==> config.mk <==
export PLATFORM = sky130hd
export DESIGN_NAME = axi4_stream_operand_unpacker
export DESIGN_NICKNAME = d
export VERILOG_FILES = /design/src/rtl/axi4_stream_operand_unpacker.sv
export SDC_FILE = /design/constraint.sdc
export NUM_CORES = 1
export LEC_CHECK = 0
export ABC_AREA = 1
export CAP_MARGIN = 20
export CORE_MARGIN = 8
export CORE_UTILIZATION = 24
export CTS_CLUSTER_DIAMETER = 50
export CTS_CLUSTER_SIZE = 40
export DETAILED_ROUTE_END_ITERATION = 16
export PLACE_DENSITY = 0.48
export SLEW_MARGIN = 20
export SYNTH_ARGS = -nofsm -noshare
export SYNTH_HDL_FRONTEND = slang
export SYNTH_SLANG_ARGS = --single-unit
==> constraint.sdc <==
create_clock -name clk -period 3.75 [get_ports clk]
set_input_delay 0.75 -clock clk [delete_from_list [all_inputs] [get_ports clk]]
set_output_delay 0.75 -clock clk [all_outputs]
set_load 0.02 [all_outputs]
==> src/rtl/axi4_stream_operand_unpacker.sv <==
// Rebuilds two SZ-bit operands from a tlast-framed DSZ-bit stream; op_valid one cycle after the last beat.
// Backpressure: s_tready drops while a decoded frame waits in HOLD for op_ready; malformed frames are dropped and counted.
module axi4_stream_operand_unpacker #(
  parameter int SZ  = 32,
  parameter int DSZ = 8
) (
  input  logic           clk,
  input  logic           rst,
  input  logic [DSZ-1:0] s_tdata,
  input  logic           s_tvalid,
  output logic           s_tready,
  input  logic           s_tlast,
  output logic [SZ-1:0]  op_a,
  output logic [SZ-1:0]  op_b,
  output logic           op_valid,
  input  logic           op_ready,
  output logic           frame_err,
  output logic [7:0]     err_cnt
);

  localparam int BEATS = 2 * SZ / DSZ;
  localparam int CW    = $clog2(BEATS);
  localparam logic [CW-1:0] LAST_BEAT = CW'(BEATS - 1);

  typedef enum logic [1:0] {COLLECT, HOLD, DRAIN} state_t;

  state_t          state_q, state_d;
  logic [CW-1:0]   cnt_q, cnt_d;
  logic [2*SZ-1:0] frame_q, frame_d;
  logic            err_q, err_d;
  logic [7:0]      err_cnt_q, err_cnt_d;
  logic            beat;

  assign s_tready  = (state_q == COLLECT || state_q == DRAIN) && !rst;
  assign beat      = s_tvalid && s_tready;
  assign op_a      = frame_q[SZ-1:0];
  assign op_b      = frame_q[2*SZ-1:SZ];
  assign op_valid  = (state_q == HOLD);
  assign frame_err = err_q;
  assign err_cnt   = err_cnt_q;

  always_comb begin
    state_d   = state_q;
    cnt_d     = cnt_q;
    frame_d   = frame_q;
    err_d     = 1'b0;
    err_cnt_d = err_cnt_q;
    case (state_q)
      COLLECT: begin
        if (beat) begin
          if (cnt_q != LAST_BEAT) begin
            if (!s_tlast) begin
              frame_d[cnt_q*DSZ +: DSZ] = s_tdata;
              cnt_d = cnt_q + CW'(1);
            end else begin
              cnt_d     = '0;
              err_d     = 1'b1;
              err_cnt_d = (err_cnt_q == 8'hFF) ? err_cnt_q : err_cnt_q + 8'd1;
            end
          end else begin
            cnt_d = '0;
            if (s_tlast) begin
              frame_d[cnt_q*DSZ +: DSZ] = s_tdata;
              state_d = HOLD;
            end else begin
              // Overlong frame: flag once here, then swallow the rest silently in DRAIN.
              err_d     = 1'b1;
              err_cnt_d = (err_cnt_q == 8'hFF) ? err_cnt_q : err_cnt_q + 8'd1;
              state_d   = DRAIN;
            end
          end
        end
      end
      HOLD: begin
        if (op_ready) state_d = COLLECT;
      end
      DRAIN: begin
        if (beat && s_tlast) state_d = COLLECT;
      end
      default: state_d = COLLECT;
    endcase
  end

  always_ff @(posedge clk) begin
    if (rst) begin
      state_q   <= COLLECT;
      cnt_q     <= '0;
      frame_q   <= '0;
      err_q     <= 1'b0;
      err_cnt_q <= '0;
    end else begin
      state_q   <= state_d;
      cnt_q     <= cnt_d;
      frame_q   <= frame_d;
      err_q     <= err_d;
      err_cnt_q <= err_cnt_d;
    end
  end

endmodule

==> flow_results.xml, run 1 <==
<?xml version="1.0" encoding="UTF-8"?>
<metrics>
  <group name="sta">
    <metric name="setup-tns-final" unit="ns">0</metric>
    <metric name="min_period_over_period" unit="%">85.02</metric>
    <metric name="number_of_setup_violations_in_the_final_report" unit="">0</metric>
    <metric name="achievable-frequency" unit="GHz">0.3136</metric>
    <metric name="fin_hold_ws" unit="ns">0.4729</metric>
    <metric name="final-hold-violation-count" unit="">0</metric>
    <metric name="timing.slew.headroom" unit="%">54.95</metric>
    <metric name="maxSlewViolCount" unit="">0</metric>
    <metric name="timing_worst_slew_pin_value" unit="ns">0.6732</metric>
    <metric name="clock-skew-final" unit="ns">0.009493</metric>
    <metric name="grt_setup_unrepaired" unit="">no</metric>
    <metric name="fin_ws" unit="ns">0.5616</metric>
    <metric name="layout_min_cycle_time" unit="ns">3.188</metric>
  </group>
  <group name="cells_and_area">
    <metric name="area_growth_syn_to_layout" unit="%">34.10</metric>
    <metric name="design_area" unit="µm²">4985</metric>
    <metric name="final.fill_count" unit="">1617</metric>
    <metric name="antenna_cells" unit="">0</metric>
    <metric name="drive_gt1_share" unit="%">5.600</metric>
    <metric name="multi_input_area" unit="µm²">1810</metric>
    <metric name="fin_nets" unit="">643</metric>
    <metric name="final-seq-area" unit="µm²">1562</metric>
  </group>
  <group name="route">
    <metric name="route.detailed.wl_per_inst" unit="µm">13.68</metric>
    <metric name="first_iter_violations" unit="">162</metric>
    <metric name="route.vias.total" unit="">3575</metric>
    <metric name="drt_first_pass_iters" unit="">4</metric>
    <metric name="drcViolationCount" unit="">0</metric>
    <metric name="vias_per_cell" unit="">4.397</metric>
    <metric name="drtAntennaViolNets" unit="">0</metric>
    <metric name="detail_route.wirelength" unit="µm">11120</metric>
  </group>
  <group name="min_path">
    <metric name="min_from" unit="">frame_q[35]</metric>
    <metric name="holdPathEnd" unit="">frame_q[35]</metric>
    <metric name="holdCritPathClass" unit="">reg -&gt; reg</metric>
    <metric name="whs_path_depth" unit="">2</metric>
  </group>
  <group name="worst_setup_path">
    <metric name="worstPathBufferInverterCount" unit="">3</metric>
    <metric name="reg2reg_setup_slack" unit="ns">0.56</metric>
    <metric name="setup.worst_path.class" unit="">reg -&gt; reg</metric>
    <metric name="cp_slowest_stage_delay" unit="ns">0.73</metric>
    <metric name="worst-endpoint-arrival" unit="ns">3.42</metric>
    <metric name="crit-reg2reg-launch" unit="">cnt_q[0]</metric>
    <metric name="start_kind" unit="">flip-flop</metric>
    <metric name="timing.critical_path.max_delay_family" unit="">simple AND/OR/NAND/NOR gates</metric>
    <metric name="setup.worst_path.end_class" unit="">flip-flop</metric>
    <metric name="worst_path_max_delay_cell" unit="">sky130_fd_sc_hd__dfxtp_1</metric>
    <metric name="ff2ff_path_depth" unit="">10</metric>
    <metric name="end_of_the_worst_register_to_register_path" unit="">frame_q[61]</metric>
    <metric name="path_cells" unit="">ha_1, ha_1, inv_1, ha_1, inv_1, nand4_4, nor2_1, inv_1, nor2_1, nor2_1</metric>
    <metric name="critPathMaxFanout" unit="">20</metric>
    <metric name="setup_crit_start" unit="">cnt_q[0]</metric>
    <metric name="timing.critical_path.required" unit="ns">3.98</metric>
  </group>
  <group name="synthesis">
    <metric name="postSynthCellCount" unit="">541</metric>
    <metric name="share_of_synthesized_area_occupied_by_flip_flops_and_latches" unit="%">42.01</metric>
    <metric name="netlist_area" unit="µm²">3717</metric>
    <metric name="ys_warn_count" unit="">0</metric>
    <metric name="synth.net_count" unit="">564</metric>
    <metric name="postSynthAreaPerCell" unit="µm²">6.871</metric>
    <metric name="ffs_latches_synth" unit="">78</metric>
    <metric name="count_of_cell_types_in_the_netlist" unit="">27</metric>
  </group>
  <group name="floorplanning">
    <metric name="placementRows" unit="">45</metric>
    <metric name="full_die_area" unit="µm²">19730</metric>
    <metric name="die_height" unit="µm">140.5</metric>
    <metric name="ios" unit="">88</metric>
    <metric name="floorplan.initialDensity" unit="%">24.54</metric>
    <metric name="core_area" unit="µm²">15150</metric>
    <metric name="chipWidth" unit="µm">140.5</metric>
  </group>
  <group name="clock_tree">
    <metric name="cts_hold_repair_buffers" unit="">0</metric>
    <metric name="tritoncts" unit="">built</metric>
    <metric name="clk-insertion-delay-late" unit="ns">0.35</metric>
    <metric name="post_cts.repair.setup_buffers" unit="">0</metric>
    <metric name="clock_tree.root_cell" unit="">sky130_fd_sc_hd__clkbuf_16</metric>
    <metric name="clkSinkCount" unit="">78</metric>
    <metric name="post_cts_resize_count" unit="">0</metric>
    <metric name="cts_buffer_depth" unit="">2</metric>
    <metric name="cts_htree_levels" unit="">3</metric>
    <metric name="clkTransAtPathRegs" unit="ns">0.06</metric>
    <metric name="cts-buffers-inserted" unit="">9</metric>
  </group>
  <group name="status">
    <metric name="run_status" unit="">finished clean</metric>
  </group>
  <group name="global_routing">
    <metric name="number_of_antenna_violations_at_the_first_check_in_global_routing" unit="">0</metric>
    <metric name="overflow" unit="">0</metric>
    <metric name="grt_first_pass_wirelength" unit="µm">18150</metric>
    <metric name="track_usage" unit="%">11.66</metric>
    <metric name="first_global_vias" unit="">3510</metric>
    <metric name="grt_start_max_net_pins" unit="">39</metric>
  </group>
  <group name="place">
    <metric name="port_buffers" unit="">87</metric>
    <metric name="place_hpwl" unit="µm">8427</metric>
    <metric name="placement.setup.worst_slack" unit="ns">0.4426</metric>
    <metric name="dp_area" unit="µm²">4703</metric>
    <metric name="place.gp.congestion" unit="">0.7771</metric>
  </group>
  <group name="power">
    <metric name="vdd.ir_drop.worst" unit="µV">199.6</metric>
    <metric name="power_leakage" unit="nW">2.101</metric>
    <metric name="pwr_density_cell" unit="nW/µm²">370.6</metric>
    <metric name="design_power_total" unit="mW">1.847</metric>
  </group>
  <group name="job">
    <metric name="cap_violations" unit="">0</metric>
  </group>
</metrics>
[registers in the layout (all words and copies together), names as in the netlist]
| signal | flops |
|---|---|
| frame_q | 64 |
| err_cnt | 8 |
| cnt_q | 3 |
| state_q | 2 |
| frame_err | 1 |
[how the worst max path moves through the flow]
stage             endpoint  slack [ns]  depth (start not counted)
2_1_floorplan  frame_q[11]        1.77                         10
3_3_place_gp   frame_q[63]        0.65                          9
3_5_place_dp   frame_q[58]        0.44                          9
4_1_cts        frame_q[58]        0.54                         10
5_1_grt        frame_q[58]        0.25                         10
6_report       frame_q[61]        0.56                         10
[through the flow]
stage,cells,utilization [%]
after floorplan,541,-
after global placement,797,31.05
after detailed placement,797,31.05
after CTS,813,32.91
after global routing,813,32.91
final,813,32.91
[cells in the mapped netlist, drive strengths merged]
| library cell | number | share of area [%] |
|---|---|---|
| dfxtp | 78 | 42 |
| o211ai | 1 | 0.20 |
| o21ai | 43 | 5.8 |
| buf | 17 | 3.4 |
| nor2 | 156 | 17 |
| nor3 | 9 | 1.5 |
| a21oi | 9 | 1.2 |
| nand4 | 9 | 1.9 |
| ha | 10 | 3.4 |
| o21a | 3 | 0.61 |
| nand2 | 108 | 11 |
| inv | 52 | 5.3 |
| nand3 | 39 | 5.4 |
| clkbuf | 6 | 0.61 |
| xor2 | 1 | 0.24 |
[power breakdown]
part | leakage [nW] | switching (mW) | total, mW | internal [mW]
Combinational | 1.33 | 0.115 | 0.169 | 0.0545
Sequential | 0.629 | 0.00879 | 0.846 | 0.837
Clock | 0.137 | 0.328 | 0.832 | 0.504
[cell type report]
class                   instances  share of cell area (%)
clock buffers                  16                   5.648
flip-flops and latches         78                   31.33
inverters                      52                   3.916
multi-input cells             388                   36.32
well taps                     188                   4.719
repair buffers                 91                   18.07
[logic make-up (layout without fill, tap and decap cells)]
kind of cell	count (synthesis)	in the layout	share of synthesized area, %
buffers and inverters	75	159	9.290
DFF	78	78	42.01
AOI/OAI and AO/OA	56	56	7.809
adders and majority gates	10	10	3.366
and+or+nand+nor	321	321	37.29
xor gates and xnor gates	1	1	0.2357
[worst min-delay path, cell delays in order (launching register included)]
cell and delay [ns]:
sky130_fd_sc_hd__dfxtp_1 0.32, sky130_fd_sc_hd__nor2_1 0.05, sky130_fd_sc_hd__nor2_1 0.07
[layer usage]
layer	vias up	routed length (µm)	GRT usage, %
li1	1859	-	-
met1	1616	5118	14.08
met2	87	5110	18.44
met3	13	676	4.349
met4	0	212	4.525
met5	-	0	0
[cell usage in the layout, fill, tap and decap left out, types with 2 or more instances in the layout]
master                            synthesis  layout
sky130_fd_sc_hd__nand2_1                105     105
sky130_fd_sc_hd__o21ai_1                  3       3
sky130_fd_sc_hd__nand4_1                  8       8
sky130_fd_sc_hd__o21a_1                   3       3
sky130_fd_sc_hd__buf_4                    3       4
sky130_fd_sc_hd__a21oi_1                  9       9
sky130_fd_sc_hd__nor2_2                   4       4
sky130_fd_sc_hd__clkdlybuf4s50_1          0      87
sky130_fd_sc_hd__dfxtp_1                 78      78
sky130_fd_sc_hd__inv_2                    3       3
sky130_fd_sc_hd__nand2_2                  2       2
sky130_fd_sc_hd__nor2_1                 146     146
sky130_fd_sc_hd__ha_1                    10      10
sky130_fd_sc_hd__clkbuf_8                 0       3
sky130_fd_sc_hd__nor3_1                   8       8
sky130_fd_sc_hd__clkbuf_1                 6       4
sky130_fd_sc_hd__nand3_1                 38      38
sky130_fd_sc_hd__o21ai_0                 40      40
sky130_fd_sc_hd__clkbuf_16                0       9
sky130_fd_sc_hd__nor2_4                   6       6
sky130_fd_sc_hd__inv_1                   49      49
(Power assumes the default switching activity.)
==> inputs of run 2 (changes only) <==
Settings changed: CORE_MARGIN 8 to 4, CORE_UTILIZATION 24 to 35, PLACE_DENSITY 0.48 to 0.64.
==> run 2 against run 1 <==
Against the previous run: power is 12% lower; worst hold slack better by 0.0041 ns; via count fell by 1.3%; routed wire length shrank 12%; critical path type unchanged; largest cell class unchanged.
==> flow_results.xml, run 2 (synthesized netlist as in run 1, its figures left out) <==
<?xml version="1.0" encoding="UTF-8"?>
<metrics>
  <group name="global_routing">
    <metric name="grt_start_max_net_pins" unit="">41</metric>
    <metric name="overflow" unit="">0</metric>
    <metric name="first_global_vias" unit="">3411</metric>
    <metric name="grt_first_pass_wirelength" unit="µm">16130</metric>
    <metric name="track_usage" unit="%">15.97</metric>
    <metric name="number_of_antenna_violations_at_the_first_check_in_global_routing" unit="">0</metric>
  </group>
  <group name="cells_and_area">
    <metric name="max_flop_register" unit="">frame_q</metric>
    <metric name="area_growth_syn_to_layout" unit="%">30.06</metric>
    <metric name="drive_gt1_share" unit="%">6.080</metric>
    <metric name="final_cell_count_no_fill" unit="">761</metric>
    <metric name="antenna_cells" unit="">0</metric>
    <metric name="largest_register_ff_count" unit="">64</metric>
    <metric name="layout.cells.most_common" unit="">sky130_fd_sc_hd__nor2_1</metric>
    <metric name="top_library_cells_by_usage_in_the_layout_fill_and_taps_aside" unit="">sky130_fd_sc_hd__nor2_1 (146), sky130_fd_sc_hd__nand2_1 (105), sky130_fd_sc_hd__clkdlybuf4s50_1 (87)</metric>
    <metric name="fin_nets" unit="">644</metric>
  </group>
  <group name="worst_setup_path">
    <metric name="setup.worst_path.end_class" unit="">flip-flop</metric>
    <metric name="worst_path_max_delay_cell" unit="">sky130_fd_sc_hd__dfxtp_1</metric>
    <metric name="critPathMaxFanout" unit="">20</metric>
    <metric name="path_cells" unit="">ha_1, ha_1, inv_1, ha_1, inv_1, nand4_4, nor2_2, inv_1, nor2_1, nor2_1</metric>
    <metric name="worst-endpoint-arrival" unit="ns">3.23</metric>
    <metric name="start_kind" unit="">flip-flop</metric>
    <metric name="timing.critical_path.required" unit="ns">4.00</metric>
    <metric name="cp_slowest_stage_delay" unit="ns">0.75</metric>
    <metric name="setup.worst_path.class" unit="">reg -&gt; reg</metric>
  </group>
  <group name="route">
    <metric name="first_iter_violations" unit="">176</metric>
    <metric name="route.detailed.wl_per_inst" unit="µm">12.80</metric>
    <metric name="drt_first_pass_iters" unit="">4</metric>
    <metric name="drtAntennaViolNets" unit="">0</metric>
    <metric name="vias_per_cell" unit="">4.637</metric>
    <metric name="detail_route.wirelength" unit="µm">9743</metric>
    <metric name="route.vias.total" unit="">3529</metric>
    <metric name="drcViolationCount" unit="">0</metric>
  </group>
  <group name="power">
    <metric name="pwr_density_cell" unit="nW/µm²">336.9</metric>
    <metric name="vdd.ir_drop.worst" unit="µV">154.3</metric>
    <metric name="power_leakage" unit="nW">2.065</metric>
  </group>
  <group name="floorplanning">
    <metric name="full_die_area" unit="µm²">12330</metric>
    <metric name="die_height" unit="µm">111.1</metric>
    <metric name="placementRows" unit="">37</metric>
    <metric name="floorplan.initialDensity" unit="%">36.01</metric>
    <metric name="chipWidth" unit="µm">111.1</metric>
    <metric name="core_area" unit="µm²">10320</metric>
    <metric name="ios" unit="">88</metric>
  </group>
  <group name="clock_tree">
    <metric name="clkTransAtPathRegs" unit="ns">0.08</metric>
    <metric name="clk-insertion-delay-late" unit="ns">0.34</metric>
    <metric name="clock_tree.root_cell" unit="">sky130_fd_sc_hd__clkbuf_8</metric>
    <metric name="cts-buffers-inserted" unit="">9</metric>
    <metric name="cts_hold_repair_buffers" unit="">0</metric>
    <metric name="cts_htree_levels" unit="">3</metric>
    <metric name="tritoncts" unit="">built</metric>
    <metric name="post_cts_resize_count" unit="">0</metric>
    <metric name="cts_buffer_depth" unit="">2</metric>
    <metric name="post_cts.repair.setup_buffers" unit="">0</metric>
    <metric name="clkSinkCount" unit="">78</metric>
  </group>
  <group name="sta">
    <metric name="min_period_over_period" unit="%">79.72</metric>
    <metric name="layout_min_cycle_time" unit="ns">2.990</metric>
    <metric name="timing.slew.headroom" unit="%">55.32</metric>
    <metric name="final-hold-violation-count" unit="">0</metric>
    <metric name="timing_worst_slew_pin_value" unit="ns">0.6692</metric>
    <metric name="clock-skew-final" unit="ns">0.008117</metric>
    <metric name="achievable-frequency" unit="GHz">0.3345</metric>
    <metric name="setup-tns-final" unit="ns">0</metric>
    <metric name="maxSlewViolCount" unit="">0</metric>
    <metric name="grt_setup_unrepaired" unit="">no</metric>
    <metric name="number_of_setup_violations_in_the_final_report" unit="">0</metric>
  </group>
  <group name="job">
    <metric name="cap_violations" unit="">0</metric>
  </group>
  <group name="place">
    <metric name="place_hpwl" unit="µm">7121</metric>
    <metric name="port_buffers" unit="">87</metric>
    <metric name="place.gp.congestion" unit="">0.8486</metric>
    <metric name="placed_cells" unit="">746</metric>
  </group>
  <group name="min_path">
    <metric name="holdCritPathClass" unit="">reg -&gt; reg</metric>
  </group>
  <group name="status">
    <metric name="run_status" unit="">finished clean</metric>
  </group>
</metrics>
[run 2: changes by cell type in the layout (fill, tap and decap cells not counted), sizes merged]
cell      before  now
buf            4    5
bufinv         0    1
clkbuf        16   11
clkinv         0    2
clkinvlp       0    1
[run 2: final timing paths]
kind                             startpoint     endpoint  slack (ns)  cells past startpoint
worst max-delay path               cnt_q[0]  frame_q[42]        0.76                     10
worst min-delay path            frame_q[35]  frame_q[35]        0.48                      2
worst max register to register     cnt_q[0]  frame_q[42]        0.76                     10
worst min register to register  frame_q[35]  frame_q[35]        0.48                      2
[run 2: cell type report]
cell class,count,area (µm²)
fillers,1063,5489
multi-input cells,388,1810
flip-flops and latches,78,1562
repair buffers,92,908.4
inverters,52,195.2
well taps,136,170.2
clock buffers,11,141.4
clock inverters,4,47.55
[run 2: through the flow]
stage	instance area [µm²]	worst slack (ns)	power [mW]	util [%]	hold slack, ns
final	4835	0.7603	1.629	46.83	0.4770
after global routing	4835	0.4320	1.698	46.83	0.4993
after CTS	4835	0.7885	1.645	46.83	0.4790
after detailed placement	4646	0.7232	1.030	45.00	0.4604
after global placement	4646	0.8364	1.028	45.00	0.4603
after floorplan	3717	1.768	0.9713	-	0.4627
[run 2: critical path, delay by kind of cell (launching register included)]
kind          cells  cell delay (ns)
simple gates      4             1.00
fa+ha+maj         3             0.79
buf+inv           3             0.34
flops             1             0.75
[run 2: report_power, final]
part | internal (mW) | leakage (nW) | total, mW | switching [mW]
clock | 0.320 | 0.0952 | 0.618 | 0.298
combinational | 0.0546 | 1.34 | 0.166 | 0.111
sequential | 0.836 | 0.629 | 0.845 | 0.00903
[run 2: per-layer routing]
metal  wire length, µm  share of wire (%)  GRT usage [%]  vias up
met5                 0                  0              0        -
met3               418                4.3          3.439       15
met4               182                1.9          6.732        0
met1              4541                 47          20.32     1574
met2              4601                 47          26.17       86
li1                  -                  -              -     1854
==> inputs of run 3 (changes only) <==
Clock period 3.75 ns to 2.9 ns, I/O delays scaled along.
==> run 3 against run 2 <==
Against the previous run: flip-flop and latch count stayed put; die area stayed put; critical path depth is 7 lower; global-route usage is 0.20 points higher; first-iteration DRC count is 4.0% higher; routed wire length is 1.7% higher; utilization is 0.34 points higher; via count is 1.1% higher; cell count is 0.53% higher; non-clock buffer count is 3 higher; worst setup slack worse by 0.29 ns; worst hold slack hardly changed; critical path type is now in -> out; largest cell class unchanged; highest routed layer unchanged.
==> flow_results.xml, run 3 (synthesized netlist as in run 1, its figures left out) <==
<?xml version="1.0" encoding="UTF-8"?>
<metrics>
  <group name="status">
    <metric name="run_status" unit="">finished clean</metric>
  </group>
  <group name="clock_tree">
    <metric name="post_cts.repair.setup_buffers" unit="">0</metric>
    <metric name="post_cts_resize_count" unit="">0</metric>
    <metric name="clock_tree.root_cell" unit="">sky130_fd_sc_hd__clkbuf_8</metric>
    <metric name="clk-insertion-delay-late" unit="ns">0.35</metric>
    <metric name="cts_buffer_depth" unit="">2</metric>
    <metric name="clkSinkCount" unit="">78</metric>
    <metric name="cts_hold_repair_buffers" unit="">0</metric>
    <metric name="cts_htree_levels" unit="">3</metric>
    <metric name="clkTransAtPathRegs" unit="ns">0.08</metric>
    <metric name="tritoncts" unit="">built</metric>
    <metric name="cts-buffers-inserted" unit="">9</metric>
  </group>
  <group name="route">
    <metric name="route.vias.total" unit="">3567</metric>
    <metric name="first_iter_violations" unit="">183</metric>
    <metric name="drt_first_pass_iters" unit="">5</metric>
    <metric name="drcViolationCount" unit="">0</metric>
    <metric name="drtAntennaViolNets" unit="">0</metric>
    <metric name="route.detailed.wl_per_inst" unit="µm">12.95</metric>
    <metric name="vias_per_cell" unit="">4.663</metric>
    <metric name="detail_route.wirelength" unit="µm">9906</metric>
  </group>
  <group name="worst_setup_path">
    <metric name="timing.critical_path.max_delay_family" unit="">buffers and inverters</metric>
    <metric name="setup.worst_path.end_class" unit="">primary output</metric>
    <metric name="crit-reg2reg-launch" unit="">cnt_q[1]</metric>
    <metric name="reg2reg_setup_slack" unit="ns">0.51</metric>
    <metric name="critPathMaxFanout" unit="">5</metric>
    <metric name="end_of_the_worst_register_to_register_path" unit="">frame_q[18]</metric>
    <metric name="ff2ff_path_depth" unit="">11</metric>
    <metric name="cp_slowest_stage_delay" unit="ns">0.63</metric>
    <metric name="worst-endpoint-arrival" unit="ns">1.85</metric>
    <metric name="worstPathBufferInverterCount" unit="">2</metric>
    <metric name="worst_path_max_delay_cell" unit="">sky130_fd_sc_hd__clkdlybuf4s50_1</metric>
    <metric name="start_kind" unit="">primary input</metric>
    <metric name="cpMostUsedCell" unit="">sky130_fd_sc_hd__clkdlybuf4s50_1</metric>
    <metric name="setup.worst_path.class" unit="">in -&gt; out</metric>
    <metric name="timing.critical_path.required" unit="ns">2.32</metric>
    <metric name="path_cells" unit="">clkdlybuf4s50_1, nor2_4, clkdlybuf4s50_1</metric>
  </group>
  <group name="cells_and_area">
    <metric name="fin_nets" unit="">647</metric>
    <metric name="max_flop_register" unit="">frame_q</metric>
    <metric name="layout.cells.most_common" unit="">sky130_fd_sc_hd__nor2_1</metric>
    <metric name="antenna_cells" unit="">0</metric>
    <metric name="top_library_cells_by_usage_in_the_layout_fill_and_taps_aside" unit="">sky130_fd_sc_hd__nor2_1 (146), sky130_fd_sc_hd__nand2_1 (105), sky130_fd_sc_hd__clkdlybuf4s50_1 (87)</metric>
    <metric name="drive_gt1_share" unit="%">6.836</metric>
    <metric name="largest_register_ff_count" unit="">64</metric>
    <metric name="area_growth_syn_to_layout" unit="%">31.00</metric>
  </group>
  <group name="sta">
    <metric name="maxSlewViolCount" unit="">0</metric>
    <metric name="setup-tns-final" unit="ns">0</metric>
    <metric name="achievable-frequency" unit="GHz">0.4112</metric>
    <metric name="layout_min_cycle_time" unit="ns">2.432</metric>
    <metric name="fin_ws" unit="ns">0.4683</metric>
    <metric name="grt_setup_unrepaired" unit="">no</metric>
    <metric name="clock-skew-final" unit="ns">0.008367</metric>
    <metric name="timing.slew.headroom" unit="%">59.49</metric>
    <metric name="number_of_setup_violations_in_the_final_report" unit="">0</metric>
    <metric name="timing_worst_slew_pin_value" unit="ns">0.6070</metric>
    <metric name="min_period_over_period" unit="%">83.85</metric>
    <metric name="final-hold-violation-count" unit="">0</metric>
  </group>
  <group name="floorplanning">
    <metric name="ios" unit="">88</metric>
    <metric name="floorplan.initialDensity" unit="%">36.01</metric>
    <metric name="chipWidth" unit="µm">111.1</metric>
    <metric name="placementRows" unit="">37</metric>
    <metric name="core_area" unit="µm²">10320</metric>
    <metric name="full_die_area" unit="µm²">12330</metric>
    <metric name="die_height" unit="µm">111.1</metric>
  </group>
  <group name="place">
    <metric name="port_buffers" unit="">87</metric>
    <metric name="place.gp.congestion" unit="">0.8506</metric>
    <metric name="place_hpwl" unit="µm">7298</metric>
    <metric name="placement.setup.worst_slack" unit="ns">0.1374</metric>
  </group>
  <group name="job">
    <metric name="cap_violations" unit="">0</metric>
  </group>
  <group name="global_routing">
    <metric name="overflow" unit="">0</metric>
    <metric name="number_of_antenna_violations_at_the_first_check_in_global_routing" unit="">0</metric>
    <metric name="first_global_vias" unit="">3412</metric>
    <metric name="track_usage" unit="%">16.16</metric>
    <metric name="grt_start_max_net_pins" unit="">65</metric>
    <metric name="grt_first_pass_wirelength" unit="µm">16440</metric>
  </group>
  <group name="power">
    <metric name="pwr_density_cell" unit="nW/µm²">432.1</metric>
    <metric name="power_leakage" unit="nW">2.084</metric>
    <metric name="vdd.ir_drop.worst" unit="µV">244.7</metric>
    <metric name="design_power_total" unit="mW">2.104</metric>
  </group>
  <group name="min_path">
    <metric name="min_from" unit="">frame_q[36]</metric>
    <metric name="whs_path_depth" unit="">2</metric>
    <metric name="holdCritPathClass" unit="">reg -&gt; reg</metric>
    <metric name="holdPathEnd" unit="">frame_q[36]</metric>
  </group>
</metrics>
## run 3: changes by cell type in the layout (fill, tap and decap cells not counted)
cell,before,now
sky130_fd_sc_hd__clkbuf_1,1,0
sky130_fd_sc_hd__buf_4,5,7
sky130_fd_sc_hd__clkinv_2,2,4
sky130_fd_sc_hd__buf_12,0,1
sky130_fd_sc_hd__clkbuf_8,10,9
sky130_fd_sc_hd__clkinvlp_4,1,2
## run 3: worst register-to-register path, cell delays in order, from the launching register on
cell	delay, ns
sky130_fd_sc_hd__dfxtp_1	0.36
sky130_fd_sc_hd__ha_1	0.22
sky130_fd_sc_hd__ha_1	0.22
sky130_fd_sc_hd__inv_1	0.10
sky130_fd_sc_hd__ha_1	0.28
sky130_fd_sc_hd__inv_1	0.11
sky130_fd_sc_hd__nand4_4	0.25
sky130_fd_sc_hd__buf_4	0.26
sky130_fd_sc_hd__nor2_4	0.19
sky130_fd_sc_hd__inv_1	0.15
sky130_fd_sc_hd__nor2_1	0.12
sky130_fd_sc_hd__nor2_1	0.05
## run 3: how the worst max path moves through the flow
stage	slack, ns	end	cells after the start	startpoint
5_1_grt	0.29	frame_q[16]	11	cnt_q[1]
4_1_cts	0.45	s_tready	3	rst
6_report	0.47	s_tready	3	rst
3_3_place_gp	0.19	frame_q[18]	10	s_tlast
3_5_place_dp	0.14	frame_q[18]	10	s_tlast
2_1_floorplan	0.95	frame_q[11]	12	cnt_q[0]
## run 3: layout make-up
cell class                      count  area [µm²]
Clock buffer                        9       123.9
Timing Repair Buffer               95       943.4
Sequential cell                    78        1562
Multi-Input combinational cell    388        1810
Tap cell                          136       170.2
Clock inverter                      7       65.06
Inverter                           52       195.2
Fill cell                        1022        5454
## run 3: metrics by stage
step | hold slack, ns | cells | utilization, % | cell area [µm²]
after floorplan | 0.4627 | 541 | - | 3717
final | 0.4772 | 765 | 47.17 | 4870
after global placement | 0.4631 | 749 | 45.34 | 4681
after detailed placement | 0.4628 | 749 | 45.34 | 4681
after global routing | 0.5089 | 765 | 47.17 | 4870
after CTS | 0.4828 | 765 | 47.17 | 4870
## run 3: routing by layer
metal	wire length [µm]	share of wire, %	up-vias	global-route usage (%)
li1	-	-	1862	-
met1	4526	46	1608	20.20
met2	4712	48	84	26.90
met3	517	5.2	13	4.367
met4	149	1.5	0	5.515
met5	0	0	-	0
## run 3: report_power, final
group | total (mW) | switching (mW) | leakage (nW) | internal (mW)
Combinational | 0.224 | 0.150 | 1.36 | 0.0739
Sequential | 1.09 | 0.00694 | 0.629 | 1.08
Clock | 0.793 | 0.402 | 0.0948 | 0.391
